--- src/rtl/universal_shift_register.sv ---
// N-bit universal shift register: parallel load, four shift modes, and a
// counted-burst sequencer (IDLE/RUN) that runs up to N shifts and pulses done.
module universal_shift_register #(
  parameter  int N  = 8,
  localparam int CW = $clog2(N+1)
) (
  input  logic          clk,
  input  logic          clear,
  input  logic          load,
  input  logic [N-1:0]  in,
  input  logic [1:0]    mode,
  input  logic          serial_in,
  input  logic          shift,
  input  logic          start,
  input  logic [CW-1:0] steps,
  output logic [N-1:0]  out,
  output logic          shifted_bit,
  output logic          busy,
  output logic          done
);

  typedef enum logic {IDLE, RUN} state_t;

  state_t        state;
  logic [1:0]    burst_mode;
  logic [CW-1:0] count;

  // Returns {shifted_bit, out} after one step; mode 00 keeps both as they are.
  function automatic logic [N:0] shift_step(input logic [1:0] m, input logic [N-1:0] v,
                                            input logic si, input logic sb);
    logic [N:0] r;
    case (m)
      2'b01:   r = {v[0], v[N-1], v[N-1:1]};
      2'b10:   r = {v[0], si, v[N-1:1]};
      2'b11:   r = {v[N-1], v[N-2:0], si};
      default: r = {sb, v};
    endcase
    return r;
  endfunction

  always_ff @(posedge clk or posedge clear) begin
    if (clear) begin
      state       <= IDLE;
      out         <= '0;
      shifted_bit <= 1'b0;
      busy        <= 1'b0;
      done        <= 1'b0;
      count       <= '0;
      burst_mode  <= 2'b00;
    end else begin
      done <= 1'b0;
      case (state)
        IDLE: begin
          if (load) begin
            out <= in;
          end else if (start) begin
            burst_mode <= mode;
            count      <= (steps > CW'(N)) ? CW'(N) : steps;
            busy       <= 1'b1;
            state      <= RUN;
          end else if (shift) begin
            {shifted_bit, out} <= shift_step(mode, out, serial_in, shifted_bit);
          end
        end
        RUN: begin
          if (load) begin
            // Abort: take the new operand and drop back without signalling completion.
            out   <= in;
            count <= '0;
            busy  <= 1'b0;
            state <= IDLE;
          end else if (count != '0) begin
            {shifted_bit, out} <= shift_step(burst_mode, out, serial_in, shifted_bit);
            count <= count - 1'b1;
            if (count == CW'(1)) begin
              busy  <= 1'b0;
              done  <= 1'b1;
              state <= IDLE;
            end
          end else begin
            busy  <= 1'b0;
            done  <= 1'b1;
            state <= IDLE;
          end
        end
        default: state <= IDLE;
      endcase
    end
  end

endmodule

--- config.mk ---
export PLATFORM = sky130hd
export DESIGN_NAME = universal_shift_register
export DESIGN_NICKNAME = d
export VERILOG_FILES = /design/src/rtl/universal_shift_register.sv
export SDC_FILE = /design/constraint.sdc
export NUM_CORES = 1
export LEC_CHECK = 0
export ABC_AREA = 1
export CORE_ASPECT_RATIO = 0.6
export CORE_MARGIN = 2
export CORE_UTILIZATION = 45
export DETAILED_ROUTE_END_ITERATION = 6
export PLACE_DENSITY = 0.69
export SLEW_MARGIN = 20
export SYNTH_ARGS = -nofsm -noshare
export SYNTH_HDL_FRONTEND = slang
export SYNTH_SLANG_ARGS = --single-unit
--- constraint.sdc ---
create_clock -name clk -period 4.3 [get_ports clk]
set_input_delay 0.86 -clock clk [delete_from_list [all_inputs] [get_ports clk]]
set_output_delay 0.86 -clock clk [all_outputs]
set_load 0.03 [all_outputs]
==> results of run 1 <==
## sequential cells by signal (all words and copies together) (netlist names)
register,count
state,1
shifted_bit,1
count,4
out,8
busy,1
burst_mode,2
done,1
## where the power goes
group          internal (mW)  switching, mW  total [mW]  leakage [nW]
registers              0.225         0.0916       0.317         0.229
clock network         0.0816         0.0641       0.146        0.0288
logic                  0.192          0.319       0.511         0.856
total                  0.499          0.475       0.974          1.11
## cells by family (layout without fill, tap and decap cells)
| logic type | after synthesis | after routing | synth area share (%) |
|---|---|---|---|
| simple gates | 182 | 182 | 46.7 |
| buf+inv | 37 | 64 | 10.2 |
| compound gates | 21 | 21 | 6.57 |
| flops | 18 | 18 | 26.9 |
| fa+ha+maj | 13 | 13 | 9.71 |
## per-layer routing
| layer | up-vias | GRT usage, % | wire length, um | share of wire (%) |
|---|---|---|---|---|
| li1 | 885 | - | - | - |
| met1 | 738 | 39.4 | 2340 | 53 |
| met2 | 56 | 31.6 | 1660 | 37 |
| met3 | 4 | 5.48 | 402 | 9.1 |
| met4 | 0 | 4.10 | 36 | 0.81 |
| met5 | - | 0 | 0 | 0 |
## Yosys cell counts, drive strengths merged
master	n
a31oi	1
o21ai	15
ha	13
a21oi	3
nor2	19
nand2	141
nand4	1
buf	5
nand3b	1
clkbuf	2
inv	30
nand3	19
o22ai	1
o211ai	1
nor3	1
dfrtp	18
## final cells by class
class / instances / area [um2]
clock buffer: 4 / 55.1
multi-input combinational: 216 / 1050
sequential: 18 / 450
tap: 47 / 58.8
fill: 372 / 1570
inverter: 30 / 123
timing repair buffer: 30 / 300
## worst register-to-register path: cells and delay by family, from the launching register on
family / cells / cell delay [ns]
flip-flops: 1 / 0.42
buffers and inverters: 2 / 0.30
adder cells (fa/ha/maj): 1 / 0.20
AND/OR/NAND/NOR: 7 / 1.10
## metrics by stage
step / cell area, um2 / setup slack (ns) / hold WS, ns / instances
final: 2040 / 1.87 / 0.511 / 345
after global placement: 1990 / 1.57 / 0.491 / 341
after detailed placement: 1990 / 1.58 / 0.496 / 341
after CTS: 2040 / 1.85 / 0.512 / 345
after global routing: 2040 / 1.73 / 0.563 / 345
after floorplan: 1680 / 2.45 / 0.527 / 271
## worst min-delay path by stage
stage	from	slack, ns	endpoint
final	busy	0.51	busy
after global placement	busy	0.49	busy
after global routing	shifted_bit	0.56	shifted_bit
after CTS	busy	0.51	busy
after floorplan	count[3]	0.53	count[3]
after detailed placement	busy	0.50	busy
==> results by stage, run 1 <==
Run status:
- The flow ran to the end, and the final reports show no timing, DRC or antenna violations.

Clocking:
- The cts-stage hold buffer count is 0.
- The cell at the root of the clock tree is clkbuf_8.
- The clock insertion delay at the later pin of the skew report is 0.26 ns.
- The number of clock sinks seen by CTS is 18.
- The number of cells upsized or downsized after cts is 0.
- The maximum buffer depth of the clock tree is 2.
- The number of clock buffers added by TritonCTS is 3.
- TritonCTS built the clock tree.
- Clock-pin slew was measured on the worst setup and hold paths at 0.08 ns.
- After clock tree synthesis, the setup repair step added 0 buffers.
- The number of levels in the clock H-tree is 1.

Global routing:
- The total overflow left after global routing is 0.
- The number of antenna violations at the first check in global routing was 0.
- The first-pass GRT wire length is 7710 um.
- Entering global routing, the biggest net connects 19 pins.
- The number of global-route vias before repair came to 1,587.
- Global routing consumed, over all layers together, 24.1% of the routing resources.

Critical path:
- In this run the worst setup path begins at load.
- The end of the worst register-to-register path is out[1].
- STA puts the critical path data required time at 4.46 ns.
- The worst-case reg-to-reg path depth is 10.
- The worst setup path is launched from a primary input.
- The cell class contributing the biggest share of worst-path delay is buffers and inverters.
- The worst setup path endpoint is out[2].
- The sum of buffers and inverters on the critical path is 4.
- The signal on the critical path passes through clkdlybuf4s50_1, inv_6, nand2_4, inv_4, nand3b_2, nand2_4, nor2_8, inv_4, nand2_1, nand2_1.
- In this run the register-to-register setup slack is 2.16 ns.
- The worst setup path is captured at a flip-flop.
- The longest individual stage delay on the worst path is roughly 0.86 ns.
- The largest individual stage delay along the critical path comes from the cell clkdlybuf4s50_1.
- The startpoint identified for the worst register-to-register timing path is burst_mode[0].
- The path type of the worst setup path is primary input to flip-flop.
- For the worst setup path, the data arrival time is 2.59 ns.
- Along the worst path, the maximum fanout reaches 12.
- The critical path crosses 10 cells after its start point.

Cells and area:
- The area overhead of the layout relative to synthesis is 21.9%.
- The fraction of final layout cells sized beyond drive strength 1 is 6.71%.
- The most common cell after layout, fill and taps aside is nand2_1.
- In the layout the commonest cells are nand2_1, clkdlybuf4s50_1, inv_1, nand3_1, dfrtp_1.
- The number of nets in the layout is 332.
- The final standard cell utilization of the core is 56.5%.
- The number of inserted diodes is 0.

Floorplanning:
- The row count is 17.
- The die extent in y is 51.3 um.
- The die covers 0.00424 mm2.
- 31 I/O pins were placed.
- The area of the core is 0.00362 mm2.
- The initial utilization of the core area, before any placement, comes to 46.3%.
- The floorplan die width is between 80 and 90 um.

Synthesis:
- The synthesized design spends more area on one cell type than any other, namely nand2_1.
- The share of the synthesized area in the top cell type is 30.7%.
- The share of the Yosys chip area taken by registers is 26.9%.
- Averaged over all synthesized cells, the footprint is 6.18 um2.
- Synthesis inferred 18 register bits.
- The number of nets handed over by synthesis was 304.
- By area the synthesized netlist is led by nand2_1, dfrtp_1, ha_1.
- Synthesis produced a netlist whose cell count is between 200 and 300.
- The number of distinct library cells after synthesis is 26.
- The netlist area before placement is 0.00168 mm2.
- The yosys synthesis warning count is 0.

Timing:
- After layout, the worst path uses 56.6% of the clock period.
- Across the routed clock network, the largest skew measured is roughly 0.0027 ns.
- The number of max-slew violations in the final report is 0.
- The final hold violation count was 0.
- In this run the tightest slew margin relative to its limit is 46.7%.
- The routed design could run at a clock period as short as 2.43 ns.
- The peak clock frequency supported by timing is 411 MHz.
- The final setup violation count is 0.
- Setup repair after global routing left no endpoint under its margin.
- The actual transition at the worst max-transition pin is a little under 0.8 ns.
- Adding up every negative setup slack in the final design gives 0 ns.

Drt:
- In the final routed layout, each cell accounts on average for 12.8 um.
- The mean number of vias per cell is around 5.
- The number of iterations in the first detailed-routing pass is 4.
- The routed wire length is approximately 4400 um.
- The number of nets with antenna violations after routing is 0.
- The via count is 1,683.
- For this run, design rule violations remaining after detail routing come to 0.
- The first routing iteration left 146 violations.

Job:
- The max capacitance violation total is 0.

Min path:
- Along the worst hold path, the cell count comes to 2.
- The class of the tightest hold or removal check is flip-flop to flip-flop.

Place:
- Detailed placement ended at an HPWL of about 3400 um.
- The final RePlAce weighted congestion is between 0.9 and 1.
- The count of buffers inserted at the top-level ports is 30.

Pwr:
- Power spread over the standard cell area amounts to 477 mW/mm2.
- The final total power is approximately 1 mW.
- The peak ir drop on the vdd network is between 0.2 and 0.25 mV.
- In this run the static leakage power is around 1.1 nW.
(Power assumes the default switching activity.)
==> run 2, diff against run 1 <==
PLACE_DENSITY = 0.72   (was 0.69)
clock period = 2.03 ns   (was 4.3 ns; I/O delays follow)
==> run 2 against run 1 <==
Via count is 1.8% higher. Final area up 1.2%. Worst hold slack worse by 0.053 ns. Routed wire length fell by 0.52%. Setup slack got worse by 1.7 ns. Clock power grew 84%. Combinational power up 120%. Register-to-register slack lost 1.7 ns. Largest cell class unchanged.
==> results by stage, run 2 (synthesized netlist as in run 1, its figures left out) <==
Critical path:
- The sum of buffers and inverters on the critical path is 1.
- The setup path with the least slack is of type flip-flop to output port.
- STA classifies the critical path startpoint as a flip-flop.
- The master of the slowest instance on the critical path is clkdlybuf4s50_1.
- In this design, the stage delay of the slowest critical-path cell is 0.73 ns.
- The endpoint required time on the critical path is ~1.6 ns.
- STA classifies the critical path endpoint as an output port.
- The cell class contributing the biggest share of worst-path delay is buffers and inverters.
- Along the worst path, the maximum fanout reaches 7.
- Data on the critical path arrives at its endpoint at 1.49 ns.
- Walking the worst path, the cells encountered are clkdlybuf4s50_1.

Cells and area:
- The most common cell after layout, fill and taps aside is nand2_1.
- The number of inserted diodes is 0.
- Across the whole layout, storage elements account for 450 um2.
- In the layout the commonest cells are nand2_1, clkdlybuf4s50_1, inv_1, nand3_1, dfrtp_1.
- The area overhead of the layout relative to synthesis is 23.3%.
- Of the cells placed in the final design, the portion with a size suffix greater than 1 is 7.95%.
- At the end of the flow, the number of nets in the layout was 337.
- The multi-input gate area in the final layout is between 0.001 and 0.0015 mm2.
- The final standard cell utilization of the core is 57.1%.
- The largest register by flop count is out.
- In the final layout, the registers with the most flip-flops are out (8), count (4), burst_mode (2).
- The register with the most flip-flops in the layout has 8 of them.
- The filler cells instantiated in the layout total 375.

Place:
- The final HPWL from detailed placement is around 3300 um.
- The count of buffers inserted at the top-level ports is 30.
- The congestion estimate from routability-driven global placement came to 0.928.

Floorplanning:
- The initial core utilization is 46.3%.
- The die outline area is about 0.0042 mm2.
- The row count is 17.
- The core region is 0.00362 mm2.
- The boundary pin count is 31.
- The floorplan die width is 82.8 um.
- The die is 51.3 um tall.

Job:
- The max capacitance violation total is 0.

Timing:
- For the pin with the worst max-slew slack, the measured transition is between 0.5 and 0.6 ns.
- The ratio of final minimum period to clock period is 93.5%.
- In this run the tightest slew margin relative to its limit is 64.8%.
- The setup TNS is 0 ns.
- The final hold violation count is 0.
- The final setup violation count is 0.
- Final hold analysis gives a worst-case slack of 0.458 ns.
- The peak clock frequency supported by timing is approximately 530 MHz.
- The worst setup skew after layout is 0.00181 ns.
- For the finished layout, the period the worst path requires is between 1.5 and 2 ns.
- Setup repair after global routing left no endpoint under its margin.
- The number of max-slew violations in the final report was 0.

Global routing:
- The number of global-route vias before repair is 1,501.
- Entering global routing, the biggest net connects 19 pins.
- Global routing used 23.3% of the available tracks.
- The global route total overflow is 0.
- The number of antenna violations at the first check in global routing came to 0.
- The first-pass GRT wire length is 7370 um.

Pwr:
- The completed layout was analyzed and its total power is 2.03 mW.
- The analysis attributes to cell leakage a power of between 1 and 1.5 nW.
- Across the VDD grid, the largest voltage drop is 0.361 mV.
- In this run the power density over the cells is 983 mW/mm2.

Clocking:
- Counting along the longest clock path gives a buffer depth of 2.
- Hold repair after CTS inserted 0 buffers.
- Once the clock tree was built, the setup fixing pass inserted 0 buffers.
- The number of clock sinks seen by CTS is 18.
- The cell at the root of the clock tree is clkbuf_8.
- CTS built an H-tree with a depth of 1.
- The clock insertion delay at the later pin of the skew report is 0.26 ns.
- TritonCTS built the clock tree.
- The total CTS buffers is 3.
- Post-CTS repair changed the size of 0 cells.
- The clock transition at the register clock pins on the worst setup and hold paths after CTS is 0.07 ns.

Drt:
- The number of iterations in the first detailed-routing pass is 4.
- In this run, the number of DRC markers left after iteration 0 of detailed routing was between 200 and 250.
- The routed wirelength normalized by instance count is between 10 and 15 um.
- The mean number of vias per cell is 4.91.
- Wires add up to ~4400 um.
- The via count is 1,714.
- The count of nets left with antenna violations once routing finished came out at 0.
- The number of remaining DRC errors is 0.

Run status:
- The run finished with clean final reports.

Min path:
- In this run the worst hold path is classified as primary input to async pin.
run 2: cell count changes in the layout (fill, tap and decap cells not counted), sizes merged:
cell | before | now
buf | 0 | 5
clkbuf | 4 | 3
run 2: path summary, 6_finish.rpt:
kind / from / to / slack, ns / depth (start not counted)
worst max-delay path: out[3] / out[3] / 0.13 / 1
worst min-delay path: clear / out[3] / 0.46 / 3
worst max register to register: burst_mode[0] / out[7] / 0.42 / 11
worst min register to register: shifted_bit / shifted_bit / 0.51 / 2
max in group asynchronous: clear / out[0] / 1.36 / 3
min in group clk: shifted_bit / shifted_bit / 0.51 / 2
run 2: layer usage:
layer  up-vias  track usage, %  share of wire, %
met2        55            34.0                40
met5         -               0                 0
li1        893               -                 -
met1       761            35.7                52
met3         5            4.95               7.1
met4         0            3.28              0.52
run 2: area by class of cell:
cell class / instances / share of cell area [%]
Timing Repair Buffer: 35 / 16.4
Inverter: 30 / 5.94
Multi-Input combinational cell: 216 / 51.1
Clock buffer: 3 / 2.00
Tap cell: 47 / 2.85
Sequential cell: 18 / 21.8
run 2: worst reg2reg max path, stage by stage (launching register included):
cell and delay, ns:
dfrtp_1 0.43, inv_1 0.09, ha_1 0.19, nor2_1 0.10, buf_4 0.20, inv_2 0.12, nand3_1 0.10, nand2_1 0.06
nand2_1 0.07, nand2_1 0.05, nand2_1 0.05, nand2_1 0.04
run 2: power breakdown:
group	leakage [nW]	internal (mW)	switching (mW)
combinational	0.881	0.423	0.677
clock	0.0216	0.133	0.136
sequential	0.229	0.478	0.184
total	1.13	1.03	0.997
run 2: per-stage QoR:
stage | setup slack [ns] | cell area (um2) | std cells
finish | 0.132 | 2070 | 349
global route | 0.0662 | 2070 | 349
CTS | 0.130 | 2070 | 349
detailed placement | -0.0381 | 2020 | 346
global placement | 0.0113 | 2020 | 346
floorplan | 0.551 | 1680 | 271
==> run 3, diff against run 2 <==
CTS_CLUSTER_SIZE = 20   (was not set)
SLEW_MARGIN = not set   (was 20)
==> results of run 3 <==
The final DEF is identical to that of run 2; final timing and power are the same.
